## src/rtl/moore_ser_pkg.sv

```systemverilog
// Shared definitions for the pattern serializer: state encoding, default widths,
// the canonical detector pattern and the per-state output flags.
package moore_ser_pkg;

  localparam int STATE_W   = 3;
  localparam int DEF_PAT_W = 4;
  localparam int DEF_CNT_W = 8;

  localparam logic [3:0] PAT_1010 = 4'b1010;

  typedef enum logic [STATE_W-1:0] {
    IDLE  = 3'b000,
    SHIFT = 3'b001,
    LAST  = 3'b010,
    DONE  = 3'b011
  } ser_state_t;

  typedef struct packed {
    logic start_ready;
    logic busy;
    logic done;
    logic dout_valid;
  } ser_flags_t;

  // Output flags that hold while the FSM sits in state s
  function automatic ser_flags_t flags_for(ser_state_t s);
    ser_flags_t f;
    f = '{start_ready: 1'b1, busy: 1'b0, done: 1'b0, dout_valid: 1'b0};
    case (s)
      SHIFT, LAST: f = '{start_ready: 1'b0, busy: 1'b1, done: 1'b0, dout_valid: 1'b1};
      DONE:        f = '{start_ready: 1'b0, busy: 1'b1, done: 1'b1, dout_valid: 1'b0};
      default:     f = '{start_ready: 1'b1, busy: 1'b0, done: 1'b0, dout_valid: 1'b0};
    endcase
    return f;
  endfunction

endpackage

```

## src/rtl/ser_bit_counter.sv

```systemverilog
// Bit position and repetition counter for the serializer; bit_idx walks
// MSB to LSB and wraps, taking one repetition off rep_cnt on each wrap.
module ser_bit_counter
  import moore_ser_pkg::*;
#(
  parameter int PAT_W = DEF_PAT_W,
  parameter int CNT_W = DEF_CNT_W
) (
  input  logic                     clk,
  input  logic                     reset,
  input  logic                     load,
  input  logic [CNT_W-1:0]         rep_load,
  input  logic                     step,
  output logic [$clog2(PAT_W)-1:0] bit_idx,
  output logic                     last_bit
);

  localparam int IDX_W = $clog2(PAT_W);
  localparam logic [IDX_W-1:0] IDX_MAX = IDX_W'(PAT_W - 1);

  logic [CNT_W-1:0] rep_cnt;

  // rep_cnt only counts down and holds at zero, so the maximum count cannot wrap
  always_ff @(posedge clk) begin
    if (reset) begin
      bit_idx <= '0;
      rep_cnt <= '0;
    end else if (load) begin
      bit_idx <= IDX_MAX;
      rep_cnt <= rep_load;
    end else if (step) begin
      if (bit_idx == '0) begin
        bit_idx <= IDX_MAX;
        if (rep_cnt != '0) rep_cnt <= rep_cnt - 1'b1;
      end else begin
        bit_idx <= bit_idx - 1'b1;
      end
    end
  end

  assign last_bit = (rep_cnt == CNT_W'(1)) && (bit_idx == IDX_W'(1));

endmodule

```

## src/rtl/moore_pattern_serializer.sv

```systemverilog
// Moore transmitter: sends a latched pattern MSB-first, repeated back-to-back
// rep_in times, for the overlapping sequence detectors downstream.
module moore_pattern_serializer
  import moore_ser_pkg::*;
#(
  parameter int PAT_W = DEF_PAT_W,
  parameter int CNT_W = DEF_CNT_W
) (
  input  logic             clk,
  input  logic             reset,
  input  logic [PAT_W-1:0] pat_in,
  input  logic [CNT_W-1:0] rep_in,
  input  logic             start_valid,
  output logic             start_ready,
  output logic             dout,
  output logic             dout_valid,
  output logic             busy,
  output logic             done
);

  localparam int IDX_W = $clog2(PAT_W);

  ser_state_t       state;
  ser_flags_t       flags;
  logic [PAT_W-1:0] pat_reg;
  logic [IDX_W-1:0] bit_idx;
  logic             last_bit;
  logic             accept;
  logic             step;

  assign accept = start_valid && start_ready && (state == IDLE);
  assign step   = (state == SHIFT);

  ser_bit_counter #(
    .PAT_W(PAT_W),
    .CNT_W(CNT_W)
  ) u_counter (
    .clk      (clk),
    .reset    (reset),
    .load     (accept),
    .rep_load (rep_in),
    .step     (step),
    .bit_idx  (bit_idx),
    .last_bit (last_bit)
  );

  // Flags are registered together with the state they belong to
  always_ff @(posedge clk) begin
    if (reset) begin
      state   <= IDLE;
      flags   <= flags_for(IDLE);
      pat_reg <= '0;
    end else begin
      case (state)
        IDLE: begin
          if (accept) begin
            pat_reg <= pat_in;
            if (rep_in == '0) begin
              state <= DONE;
              flags <= flags_for(DONE);
            end else begin
              state <= SHIFT;
              flags <= flags_for(SHIFT);
            end
          end
        end
        SHIFT: begin
          if (last_bit) begin
            state <= LAST;
            flags <= flags_for(LAST);
          end
        end
        LAST: begin
          state <= DONE;
          flags <= flags_for(DONE);
        end
        DONE: begin
          state <= IDLE;
          flags <= flags_for(IDLE);
        end
        default: begin
          state <= IDLE;
          flags <= flags_for(IDLE);
        end
      endcase
    end
  end

  assign start_ready = flags.start_ready;
  assign busy        = flags.busy;
  assign done        = flags.done;
  assign dout_valid  = flags.dout_valid;

  // dout depends only on registers, and is held low outside the data states
  assign dout = !flags.dout_valid ? 1'b0 :
                (state == LAST)   ? pat_reg[0] : pat_reg[bit_idx];

endmodule

```

## config.mk

```make
export PLATFORM = sky130hd
export DESIGN_NAME = moore_pattern_serializer
export DESIGN_NICKNAME = d
export VERILOG_FILES = /design/src/rtl/moore_ser_pkg.sv /design/src/rtl/ser_bit_counter.sv /design/src/rtl/moore_pattern_serializer.sv
export SDC_FILE = /design/constraint.sdc
export NUM_CORES = 1
export LEC_CHECK = 0
export BUFFER_PORTS_ARGS = -buffer_cell sky130_fd_sc_hd__buf_4
export CORE_MARGIN = 2
export CORE_UTILIZATION = 25
export CTS_CLUSTER_DIAMETER = 120
export CTS_CLUSTER_SIZE = 14
export DETAILED_ROUTE_END_ITERATION = 10
export PLACE_DENSITY_LB_ADDON = 0.2
export SYNTH_ARGS = -nofsm -noshare
export SYNTH_HDL_FRONTEND = slang
export SYNTH_SLANG_ARGS = --single-unit
export TNS_END_PERCENT = 50
```

## constraint.sdc

```tcl
create_clock -name clk -period 2.4 [get_ports clk]
set_clock_uncertainty 0.15 [all_clocks]
set_input_delay 0.12 -clock clk [delete_from_list [all_inputs] [get_ports clk]]
set_output_delay 0.12 -clock clk [all_outputs]
set_load 0.01 [all_outputs]
```

==> results of run 1 <==
-- cell families after synthesis --
kind of cell    synth area share (%)
xor+xnor                        2.20
fa+ha+maj                       9.44
compound gates                  24.0
simple gates                    21.1
mux                             3.36
flops                           33.6
buf+inv                         6.30
-- worst max-delay path by stage --
stage | to | slack, ps | depth (start not counted)
global placement | state[1]$_SDFFE_PP0P_ | 230 | 4
finish | state[1]$_SDFFE_PP0P_ | 190 | 4
detailed placement | state[1]$_SDFFE_PP0P_ | 230 | 4
CTS | state[1]$_SDFFE_PP0P_ | 200 | 4
global route | state[1]$_SDFFE_PP0P_ | 120 | 4
floorplan | u_counter.rep_cnt[7]$_SDFFE_PP0P_ | 240 | 8
-- worst register-to-register path: cells and delay by family, from the launching register on --
family | cells | cell delay (ps)
AOI/OAI and AO/OA | 2 | 560
DFF | 1 | 360
and+or+nand+nor | 2 | 1080
-- stage by stage --
| step | power (W) | cells | setup slack, ps | util [%] | hold WS (ps) |
|---|---|---|---|---|---|
| 2_1_floorplan | 0.00139 | 142 | 243 | - | 106 |
| 3_3_place_gp | 0.00168 | 214 | 233 | 29.9 | 223 |
| 3_5_place_dp | 0.00168 | 214 | 227 | 29.9 | 229 |
| 4_1_cts | 0.00192 | 222 | 200 | 31.8 | 7.74 |
| 5_1_grt | 0.00210 | 222 | 116 | 31.8 | 17.5 |
| 6_report | 0.00192 | 222 | 195 | 31.8 | -1.32 |
-- cell usage in the layout, fill, tap and decap left out, types with 2 or more instances in the layout --
cell,Yosys,routed
sky130_fd_sc_hd__buf_4,1,24
sky130_fd_sc_hd__dfxtp_1,20,20
sky130_fd_sc_hd__nand2_1,16,16
sky130_fd_sc_hd__a21oi_1,15,15
sky130_fd_sc_hd__nor2_1,11,11
sky130_fd_sc_hd__ha_1,9,9
sky130_fd_sc_hd__inv_1,7,7
sky130_fd_sc_hd__a211oi_1,7,7
sky130_fd_sc_hd__o21ai_0,6,6
sky130_fd_sc_hd__dlygate4sd3_1,0,5
sky130_fd_sc_hd__mux2i_1,4,4
sky130_fd_sc_hd__nand3_1,4,4
sky130_fd_sc_hd__nor4_1,3,3
sky130_fd_sc_hd__nor3_1,3,3
sky130_fd_sc_hd__xnor2_1,3,3
sky130_fd_sc_hd__clkbuf_8,1,3
sky130_fd_sc_hd__nor2b_1,2,2
sky130_fd_sc_hd__o21a_1,2,2
sky130_fd_sc_hd__a31oi_1,2,2
sky130_fd_sc_hd__nand2b_1,2,2
sky130_fd_sc_hd__a311oi_1,2,2
sky130_fd_sc_hd__or3_2,2,2
sky130_fd_sc_hd__a2111oi_0,2,2
-- report_power, final --
group	switching, W	total (W)	internal, W
Combinational	0.000584	0.00108	0.000492
Clock	0.000110	0.000222	0.000112
Sequential	0.000155	0.000623	0.000468
Total	0.000849	0.00192	0.00107
-- area by class of cell --
cell class              instances  area share (%)
repair buffers                 29            15.5
well taps                      54            4.56
multi-input cells             109            48.4
flip-flops and latches         20            27.0
inverters                       7            1.77
clock buffers                   3            2.78
-- layer usage --
layer | GRT usage, % | routed length, um | vias to the layer above
met3 | 2.21 | 76 | 2
met5 | 0 | 0 | -
met4 | 5.76 | 19 | 0
li1 | - | - | 575
met2 | 20.2 | 1500 | 17
met1 | 15.1 | 1400 | 520
==> results.md, run 1 <==
- Post-CTS repair changed the size of 0 cells.
- The top achievable clock speed is 453 MHz.
- Buffers added to address setup during post-CTS repair amount to 0.
- The number of max-slew violations in the final report is 0.
- The count of nets left with antenna violations once routing finished came out at 0.
- Cells with a size suffix above 1 make up 19.0% of the layout.
- The sum of negative setup slack is 0 ps.
- The number of global-route vias before repair is 1,126.
- The synthesized design contains 20 register bits.
- The endpoint of the worst hold-timing path is u_counter.rep_cnt[2]$_SDFFE_PP0P_.
- The initial cell density of the core is 25.6%.
- The top cell type's share of synthesized area is 33.6%.
- STA classifies the critical path startpoint as a register.
- Yosys instantiated no cell more often than sky130_fd_sc_hd__dfxtp_1.
- The register with the most flip-flops in the layout has 8 of them.
- The count of routing violations after the opening detailed-route iteration is 62.
- The worst supply voltage drop on vdd is 0.571 mV.
- Along the worst path, the maximum fanout reaches 7.
- The final weighted congestion of routability-driven global placement is 0.819.
- The critical path goes through or4_4, o41a_1, or4_1, a21oi_1.
- For this run, the post-layout net count is 194.
- In this run the critical register-to-register path is captured at state[1]$_SDFFE_PP0P_.
- Across every metal layer, demand over resource in global routing totals 12.2%.
- The clock reaches the later pin of the worst-skew pair after 260 ps.
- The register clock-pin slew on the reported worst setup and hold paths is 70 ps.
- On the critical path, the stage with the largest delay is an instance of sky130_fd_sc_hd__or4_4.
- The number of endpoints with negative hold slack in the final report is 1.
- The number of cells on the worst reg-to-reg path is 4.
- The number of warnings reported in the yosys synthesis log is 0.
- The initial antenna violation count was 0.
- The via count is 1,114.
- The power density over the cells is 1300 nW/um2.
- The number of detailed-route iterations in the first pass is 4.
- Setup repair after global routing left no endpoint under its margin.
- The number of core rows is 25.
- Clock tree synthesis found a total of 20 sinks.
- The register-to-register setup slack is 190 ps.
- The die width is 73.1 um.
- The post-synth net total is 166.
- The number of maximum-capacitance violations is 0.
- The leakage power of the design is 0.587 nW.
- The worst setup path is captured at a register.
- The actual slew at the worst max-slew pin is 661 ps.
- The final-report setup violation count is 0.
- Entering global routing, the biggest net connects 20 pins.
- The die covers 5340 um2.
- TritonCTS built the clock tree.
- The async set-or-reset flop fraction in the synthesized netlist is 0%.
- The final routed wirelength across all metal layers is 3000 um.
- The area occupied by multi-input gates is 717 um2.
- The average instance area after synthesis is 8.40 um2.
- The number of clock buffers inserted by TritonCTS is 3.
- The total standard cell area after synthesis is 1190 um2.
- Detailed placement finished with a half-perimeter wire length of 2280 um.
- The cell area after layout is 1480 um2.
- The arrival time at the worst endpoint is 2250 ps.
- No sink is reached through more buffers than the 2 on the longest clock path.
- The detail-routed via count per cell is 5.02.
- The worst hold path depth is 3.
- On the final layout, the worst hold slack is -1.32 ps.
- The sum of buffers and inverters on the critical path is 0.
- The worst setup path is of the register to register kind.
- The worst register-to-register path begins at u_counter.rep_cnt[3]$_SDFFE_PP0P_.
- The layout has 481 filler cells.
- Counting I/O delays and the setup requirement, the final critical path takes 2210 ps.
- The unique cell type count in the Yosys netlist is 39.
- The antenna diode count is 0.
- The main flop type after synthesis is sky130_fd_sc_hd__dfxtp_1.
- In the routed design, unresolved DRC markers number 0.
- The run finished, with violations left.
- In this run, synthesis inferred 0 flip-flops with an integrated enable.
- The worst endpoint required time is 2440 ps.
- The type of the most critical hold path is input port to register.
- The sequential cell area is 400 um2.
- The per-cell routed wire length is 13.5 um.
- The number of instances in the synthesized netlist is 142.
- Counting instances in the post-synthesis netlist gives the leading cell types as sky130_fd_sc_hd__dfxtp_1, sky130_fd_sc_hd__nand2_1, sky130_fd_sc_hd__a21oi_1.
- On the worst path, the slowest cell contributes a delay of 570 ps.
- The first global-routing pass estimated 5060 um of wire.
- The cell family contributing the most delay on the critical path is simple AND/OR/NAND/NOR gates.
- The placed instances occupy a cell area of 1390 um2.
- Of all cell types, the one taking the most synthesized area is sky130_fd_sc_hd__dfxtp_1.
- By area the synthesized netlist is led by sky130_fd_sc_hd__dfxtp_1, sky130_fd_sc_hd__ha_1, sky130_fd_sc_hd__a21oi_1.
- The sequential element share of the synthesized area is 33.6%.
- Summed over all layers, the global routing overflow is 0.
- In this run the count of I/O pins placed on the die edge is 20.
- After layout, the worst path uses 91.9% of the clock period.
- The most critical setup path has its startpoint at u_counter.rep_cnt[3]$_SDFFE_PP0P_.
- In this run the number of H-tree levels came out at 1.
- The worst hold path begins at rep_in[2].
- From synthesis to final layout, the design area changed by 24.3%.
- The core region is 4660 um2.
- The max-slew headroom at the worst pin is 55.5%.
- The checks that failed: hold timing.
- The root buffer cell is sky130_fd_sc_hd__clkbuf_8.
- The number of input and output port buffers inserted is 19.
- The number of hold buffers added after cts is 5.
- The die is 73.1 um tall.
(Power assumes the default switching activity.)
==> run 2, diff against run 1 <==
--- a/config.mk
+++ b/config.mk
@@ -11,8 +11,10 @@
 export CTS_CLUSTER_DIAMETER = 120
 export CTS_CLUSTER_SIZE = 14
 export DETAILED_ROUTE_END_ITERATION = 10
+export GPL_TIMING_DRIVEN = 0
 export PLACE_DENSITY_LB_ADDON = 0.2
 export SYNTH_ARGS = -nofsm -noshare
 export SYNTH_HDL_FRONTEND = slang
+export SYNTH_HIERARCHICAL = 1
 export SYNTH_SLANG_ARGS = --single-unit
 export TNS_END_PERCENT = 50
==> results.md, run 2 <==
- The root buffer cell is sky130_fd_sc_hd__clkbuf_8.
- The commonest cells after synthesis are sky130_fd_sc_hd__dfxtp_1, sky130_fd_sc_hd__nor2_1, sky130_fd_sc_hd__inv_1, sky130_fd_sc_hd__nand2_1, sky130_fd_sc_hd__ha_1.
- The most area-hungry cell type in the Yosys netlist is sky130_fd_sc_hd__dfxtp_1.
- The internal portion of total power is 0.00117 W (+8.7%).
- The number of global-route vias before repair was 1,117 (-0.80%).
- The share of total power consumed by net switching was 42.7% (-1.5 points).
- The worst hold margin came to 5.06 ps (+6.38 ps).
- The worst setup slack after placement was 30.0 ps (-197 ps).
- The number of synthesized register bits is 20 (unchanged).
- The type of element capturing the critical path is a register.
- The number of instances in the synthesized netlist is 141 (-0.70%).
- The slowest library cell on the worst path is sky130_fd_sc_hd__or4_4.
- The maximum buffer depth of the clock tree is 2 (unchanged).
- The flip-flop count of the largest register after layout came to 8 (unchanged).
- The number of endpoints with negative hold slack in the final report is 0 (-1).
- The actual slew at the worst max-slew pin was 497 ps (-164 ps).
- The via count was 1,125 (+0.99%).
- The post-layout net count is 194 (unchanged).
- The initial cell density of the core was 26.0% (+0.38 points).
- The number of placed instances with taps included is 227 (+6.1%).
- The part of the total power dissipated in sequential elements is 31.2% (-1.2 points).
- The top cell type's share of synthesized area is 32.7% (-0.93 points).
- The cell count of the worst reg-to-reg path was 5 (+1).
- The type of the most critical hold path is input port to register.
- The post-DP HPWL is 2340 um (+2.9%).
- The worst supply voltage drop on vdd is 0.448 mV (-21%).
- The signal on the critical path passes through or4_4, nor4_4, nor2b_1, or4_1, o221ai_2.
- The number of clock buffers inserted by TritonCTS came to 3 (unchanged).
- The post-synth net total is 165 (-0.60%).
- The maximum single-stage delay on the critical path is 600 ps (+30 ps).
- The wire length of the first global-routing pass came to 5200 um (+2.7%).
- The number of primary I/O pins is 20 (unchanged).
- The final-report setup violation count is 0 (unchanged).
- The power consumption was 0.00203 W (+5.9%).
- The remaining antenna violation count came to 0 (unchanged).
- The number of flops mapped to enable cells by yosys was 0 (unchanged).
- The share of final-layout standard cells stronger than drive strength 1 came to 22.5% (+3.4 points).
- The CTS H-tree depth is 1 (unchanged).
- In the layout the commonest cells are sky130_fd_sc_hd__dfxtp_1, sky130_fd_sc_hd__buf_4, sky130_fd_sc_hd__nor2_1.
- The average instance area after synthesis is 8.70 um2 (+3.6%).
- The switching power was 0.000868 W (+2.2%).
- The final cycle utilization of the critical path was 93.6% (+1.7 points).
- The maximum number of pins on one net before global-route repair is 13 (-35%).
- The power density over the cells is 1270 nW/um2 (-1.7%).
- The final worst slack is 155 ps (-40.1 ps).
- The clock sink count is 20 (unchanged).
- The final routed wirelength across all metal layers is 3070 um (+2.3%).
- The main flop type after synthesis is sky130_fd_sc_hd__dfxtp_1.
- The minimum clock period is 2250 ps (+40.1 ps).
- The clock latency reported for the late side of the worst-skew pair was 260 ps (about the same).
- The worst hold path depth is 3 (unchanged).
- The critical path in this run is classified as register to register.
- The number of maximum-capacitance violations was 0 (unchanged).
- The residual overflow from global routing was 0 (unchanged).
- The sum of negative setup slack is 0 ps (unchanged).
- The power share of the clock group is 16.8% (+5.2 points).
- In the post-synthesis netlist, the cell with the most instances is sky130_fd_sc_hd__dfxtp_1.
- The final weighted congestion of routability-driven global placement is 0.828 (+1.1%).
- The number of core rows is 25 (unchanged).
- TritonCTS built the clock tree.
- Setup repair after global routing left no endpoint under its margin.
- The antenna diode count is 0 (unchanged).
- The count of routing violations after the opening detailed-route iteration is 68 (+9.7%).
- The number of detailed-route iterations in the first pass is 5 (+1).
- The unique cell type count in the Yosys netlist is 40 (+2.6%).
- The number of standard cells in the final layout excluding fillers came to 236 (+6.3%).
- The detail-routed via count per cell came to 4.77 (-5.0%).
- In the post-synthesis netlist, the biggest area contributors are sky130_fd_sc_hd__dfxtp_1, sky130_fd_sc_hd__ha_1, sky130_fd_sc_hd__mux2i_1.
- The maximum fanout count along the critical path is 7 (unchanged).
- The top achievable clock speed is 445 MHz (-1.8%).
- The die width is 74.0 um (+1.3%).
- The number of max-slew violations in the final report was 0 (unchanged).
- The area growth from synthesis to layout is 30.2%.
- The number of warnings reported in the yosys synthesis log came to 6 (+6).
- The sequential element share of the synthesized area is 32.7% (-0.93 points).
- The most common library cell in the layout ignoring fill and taps is sky130_fd_sc_hd__dfxtp_1.
- The total core area is 4720 um2 (+1.3%).
- The number of input and output port buffers inserted is 19 (unchanged).
- The y dimension of the die is 74.0 um (+1.3%).
- The post-route DRC violation count came to 0 (unchanged).
- The leakage power of the design is 0.644 nW (+9.7%).
- The total standard cell area after synthesis came to 1230 um2 (+2.8%).
- The async set-or-reset flop fraction in the synthesized netlist was 0% (unchanged).
- The register clock-pin slew on the reported worst setup and hold paths came to 80 ps (about the same).
- The combinational power share is 51.9% (-4.1 points).
- The startpoint kind of the worst setup timing path is a register.
- The run finished with clean final reports.
- The initial antenna violation count is 0 (unchanged).
- The aggregate global-route resource usage is 12.3% (+0.15 points).
- The arrival time at the worst endpoint was 2290 ps (+40 ps).
- The per-cell routed wire length was 13.0 um (-3.8%).
- The max-slew headroom at the worst pin is 66.8% (+11 points).
- The area of the die came to 5480 um2 (+2.7%).
- The worst endpoint required time came to 2440 ps (about the same).
==> run 2: worst paths after layout <==
kind / start / endpoint / slack (ps)
max: u_counter/rep_cnt[2]$_SDFFE_PP0P_ / state[1]$_SDFFE_PP0P_ / 150
max reg2reg: u_counter/rep_cnt[2]$_SDFFE_PP0P_ / state[1]$_SDFFE_PP0P_ / 150
min: rep_in[5] / u_counter/rep_cnt[5]$_SDFFE_PP0P_ / 5
min reg2reg: pat_reg[3]$_SDFFE_PP0P_ / pat_reg[3]$_SDFFE_PP0P_ / 360
==> run 2: area by class of cell <==
type | count | area [um2]
multi-input cells | 106 | 790
flip-flops and latches | 20 | 400
well taps | 67 | 83.8
repair buffers | 24 | 193
clock inverters | 1 | 30.0
clock buffers | 3 | 41.3
inverters | 11 | 41.3
fillers | 491 | 3130
plain buffers | 4 | 17.5
==> run 2: logic make-up after synthesis <==
logic type	synth area share, %
XOR/XNOR	2.86
AO/OA/AOI/OAI	20.4
multiplexers	4.90
flip-flops	32.7
AND/OR/NAND/NOR	25.4
adder cells (fa/ha/maj)	9.18
buffers and inverters	4.59
==> run 2: layer usage <==
metal / part of all wire [%] / GRT usage, %
met4: 0.33 / 4.65
met2: 47 / 19.3
met3: 4.6 / 3.93
met5: 0 / 0
met1: 48 / 15.8
==> run 2: what timing repair did <==
action / 4_1_cts / 5_1_grt
endpoints found under the setup margin: 1 / 9
gates cloned: 0 / 0
hold buffers: 5 / 0
resized for setup: 1 / 5
buffers inserted: 0 / 0
endpoints found under the hold margin: 5 / 0
==> run 2: per-stage QoR <==
| step | util, % | area, um2 |
|---|---|---|
| 4_1_cts | 33.4 | 1580 |
| 5_1_grt | 33.8 | 1600 |
| 6_report | 33.8 | 1600 |
| 3_3_place_gp | 30.8 | 1450 |
| 3_5_place_dp | 30.8 | 1450 |
| 2_1_floorplan | - | 1230 |
==> run 2: critical path: cells and delay by family (launching register included) <==
family	cells	cell delay [ps]
compound gates	1	160
flops	1	380
simple gates	4	1480
==> run 2: power by group through the flow <==
stage          sequential [W]  clock (W)  combinational, W
2_1_floorplan        0.000609          0          0.000764
3_3_place_gp         0.000625          0           0.00102
3_5_place_dp         0.000635          0           0.00102
4_1_cts              0.000627   0.000350           0.00104
5_1_grt              0.000663   0.000369           0.00118
6_report             0.000635   0.000342           0.00106
==> run 3, diff against run 2 <==
--- a/config.mk
+++ b/config.mk
@@ -8,6 +8,7 @@
 export BUFFER_PORTS_ARGS = -buffer_cell sky130_fd_sc_hd__buf_4
 export CORE_MARGIN = 2
 export CORE_UTILIZATION = 25
+export CTS_BUF_LIST = sky130_fd_sc_hd__clkbuf_4
 export CTS_CLUSTER_DIAMETER = 120
 export CTS_CLUSTER_SIZE = 14
 export DETAILED_ROUTE_END_ITERATION = 10
==> results.md, run 3 (same netlist as run 2, synthesis figures left out) <==
- The tree is rooted in a sky130_fd_sc_hd__clkbuf_4.
- The maximum buffer depth of the clock tree came to 2 (unchanged).
- The die width is 74.0 um (unchanged).
- The CTS H-tree depth is 1 (unchanged).
- The residual overflow from global routing is 0 (unchanged).
- The post-DP HPWL is 2340 um (unchanged).
- The part of the total power dissipated in sequential elements was 32.1% (+0.9 points).
- The number of core rows was 25 (unchanged).
- The aggregate global-route resource usage came to 12.4% (+0.084 points).
- The count of filler cells inserted in the layout is 486 (-1.0%).
- The area growth from synthesis to final layout is 34.4%.
- The detail-routed via count per cell is 4.73 (-0.81%).
- The per-cell routed wire length is 12.7 um (-2.4%).
- The type of the most critical hold path is input port to register.
- The maximum fanout count along the critical path was 7 (unchanged).
- The minimum clock period is 2250 ps (+7.29 ps).
- The placed cell area is 1450 um2 (unchanged).
- The post-layout net count is 201 (+3.6%).
- The final routed wirelength across all metal layers is 3080 um (+0.52%).
- The final standard cell utilization of the core is 34.9% (+1.1 points).
- The worst endpoint required time came to 2490 ps (+50 ps).
- The initial cell density of the core is 26.0% (unchanged).
- The count of routing violations after the opening detailed-route iteration is 99 (+46%).
- The number of primary I/O pins is 20 (unchanged).
- The register clock-pin slew on the reported worst setup and hold paths was 120 ps (+40 ps).
- The worst hold margin is 39.2 ps (+34.1 ps).
- The library cells used most frequently in the layout, excluding fill and tap cells, are sky130_fd_sc_hd__dfxtp_1, sky130_fd_sc_hd__buf_4, sky130_fd_sc_hd__nor2_1.
- The clock sink count is 20 (unchanged).
- The cell area after layout is 1650 um2 (+3.2%).
- The number of global-route vias before repair came to 1,151 (+3.0%).
- The register-to-register setup slack is 150 ps (about the same).
- The clock latency reported for the late side of the worst-skew pair is 300 ps (+40 ps).
- The antenna diode count is 0 (unchanged).
- The post-route DRC violation count was 0 (unchanged).
- The final-report setup violation count is 0 (unchanged).
- The power share of the clock group came to 14.2% (-2.6 points).
- The remaining antenna violation count was 0 (unchanged).
- TritonCTS built the clock tree.
- The run finished with clean final reports.
- The total core area is 4720 um2 (unchanged).
- The leakage power of the design is 0.666 nW (+3.3%).
- The via count came to 1,149 (+2.1%).
- The internal portion of total power is 0.00112 W (-4.1%).
- The y dimension of the die is 74.0 um (unchanged).
- The wire length of the first global-routing pass is 5260 um (+1.1%).
- The final cycle utilization of the critical path is 93.9% (+0.30 points).
- The share of total power consumed by net switching is 43.4% (+0.72 points).
- The type of element capturing the critical path is a register.
- The setup fix buffers added after clock tree synthesis is 0 (unchanged).
- The area of the die is 5480 um2 (unchanged).
- The number of detailed-route iterations in the first pass came to 4 (-1).
- The maximum number of pins on one net before global-route repair is 13 (unchanged).
- The initial antenna violation count is 0 (unchanged).
- The top achievable clock speed was 444 MHz (-0.32%).
- The sequential cell area is 400 um2 (unchanged).
- The max-slew headroom at the worst pin is 66.8% (about the same).
- The switching power is 0.000858 W (-1.2%).
- The share of final-layout standard cells stronger than drive strength 1 is 21.6% (-0.89 points).
- The combinational power share was 53.7% (+1.8 points).
- The number of clock buffers inserted by TritonCTS is 3 (unchanged).
- The area occupied by multi-input gates is 790 um2 (unchanged).
- The worst supply voltage drop on vdd came to 0.446 mV (-0.50%).
- The most common library cell in the layout ignoring fill and taps is sky130_fd_sc_hd__dfxtp_1.
- The startpoint kind of the worst setup timing path is a register.
- The number of maximum-capacitance violations is 0 (unchanged).
- The arrival time at the worst endpoint is 2340 ps (+50 ps).
- The worst setup path is of the register to register kind.
- The number of endpoints with negative hold slack in the final report is 0 (unchanged).
- The number of input and output port buffers inserted came to 19 (unchanged).
- Setup repair after global routing left no endpoint under its margin.
- The actual slew at the worst max-slew pin is 498 ps (+0.403 ps).
- The power density over the cells was 1200 nW/um2 (-5.9%).
- The sum of negative setup slack was 0 ps (unchanged).
- The flip-flop count of the largest register after layout is 8 (unchanged).
- The number of max-slew violations in the final report is 0 (unchanged).
- The final weighted congestion of routability-driven global placement is 0.828 (unchanged).
-- run 3: metrics by stage --
step                instances  total power, W  setup slack [ps]
floorplan                 141         0.00137               261
global placement          227         0.00164              16.5
detailed placement        227         0.00165              30.0
CTS                       243         0.00197              5.71
global route              243         0.00216              36.5
finish                    243         0.00198               147
-- run 3: worst max-delay path: stages (launching register included) --
cell	delay, ps
sky130_fd_sc_hd__dfxtp_1	400
sky130_fd_sc_hd__or4_4	600
sky130_fd_sc_hd__nor4_4	250
sky130_fd_sc_hd__nor2b_1	130
sky130_fd_sc_hd__or4_1	500
sky130_fd_sc_hd__o221ai_2	160
-- run 3: timing repair --
item | 4_1_cts | 5_1_grt
endpoints found under the hold margin | 11 | 0
endpoints found under the setup margin | 2 | 10
hold buffers | 12 | 0
resized for setup | 1 | 5
-- run 3: power groups by stage --
| stage | Combinational (W) | Clock (W) | Sequential [W] |
|---|---|---|---|
| after detailed placement | 0.00102 | 0 | 0.000635 |
| after CTS | 0.00105 | 0.000291 | 0.000627 |
| after global placement | 0.00102 | 0 | 0.000625 |
| final | 0.00106 | 0.000281 | 0.000634 |
| after floorplan | 0.000764 | 0 | 0.000609 |
| after global routing | 0.00119 | 0.000307 | 0.000662 |
-- run 3: final timing paths --
| check | startpoint | to | depth (start not counted) |
|---|---|---|---|
| setup reg to reg | u_counter/rep_cnt[2]$_SDFFE_PP0P_ | state[1]$_SDFFE_PP0P_ | 5 |
| hold / removal | rep_in[6] | u_counter/rep_cnt[6]$_SDFFE_PP0P_ | 4 |
| setup / recovery | u_counter/rep_cnt[2]$_SDFFE_PP0P_ | state[1]$_SDFFE_PP0P_ | 5 |
| hold reg to reg | pat_reg[3]$_SDFFE_PP0P_ | pat_reg[3]$_SDFFE_PP0P_ | 2 |
-- run 3: routing by layer --
| metal | vias to the layer above | GRT usage [%] | share of wire (%) |
|---|---|---|---|
| li1 | 589 | - | - |
| met1 | 522 | 15.9 | 49 |
| met2 | 32 | 19.8 | 45 |
| met3 | 6 | 3.93 | 4.7 |
| met4 | 0 | 4.04 | 1.1 |
| met5 | - | 0 | 0 |
-- run 3: area by class of cell --
class                           count  share of cell area [%]
Multi-Input combinational cell    106                    47.9
Clock buffer                        3                    1.37
Clock inverter                      1                    1.82
Tap cell                           67                    5.09
Buffer                              4                    1.06
Timing Repair Buffer               31                    15.9
Inverter                           11                    2.51
Sequential cell                    20                    24.3
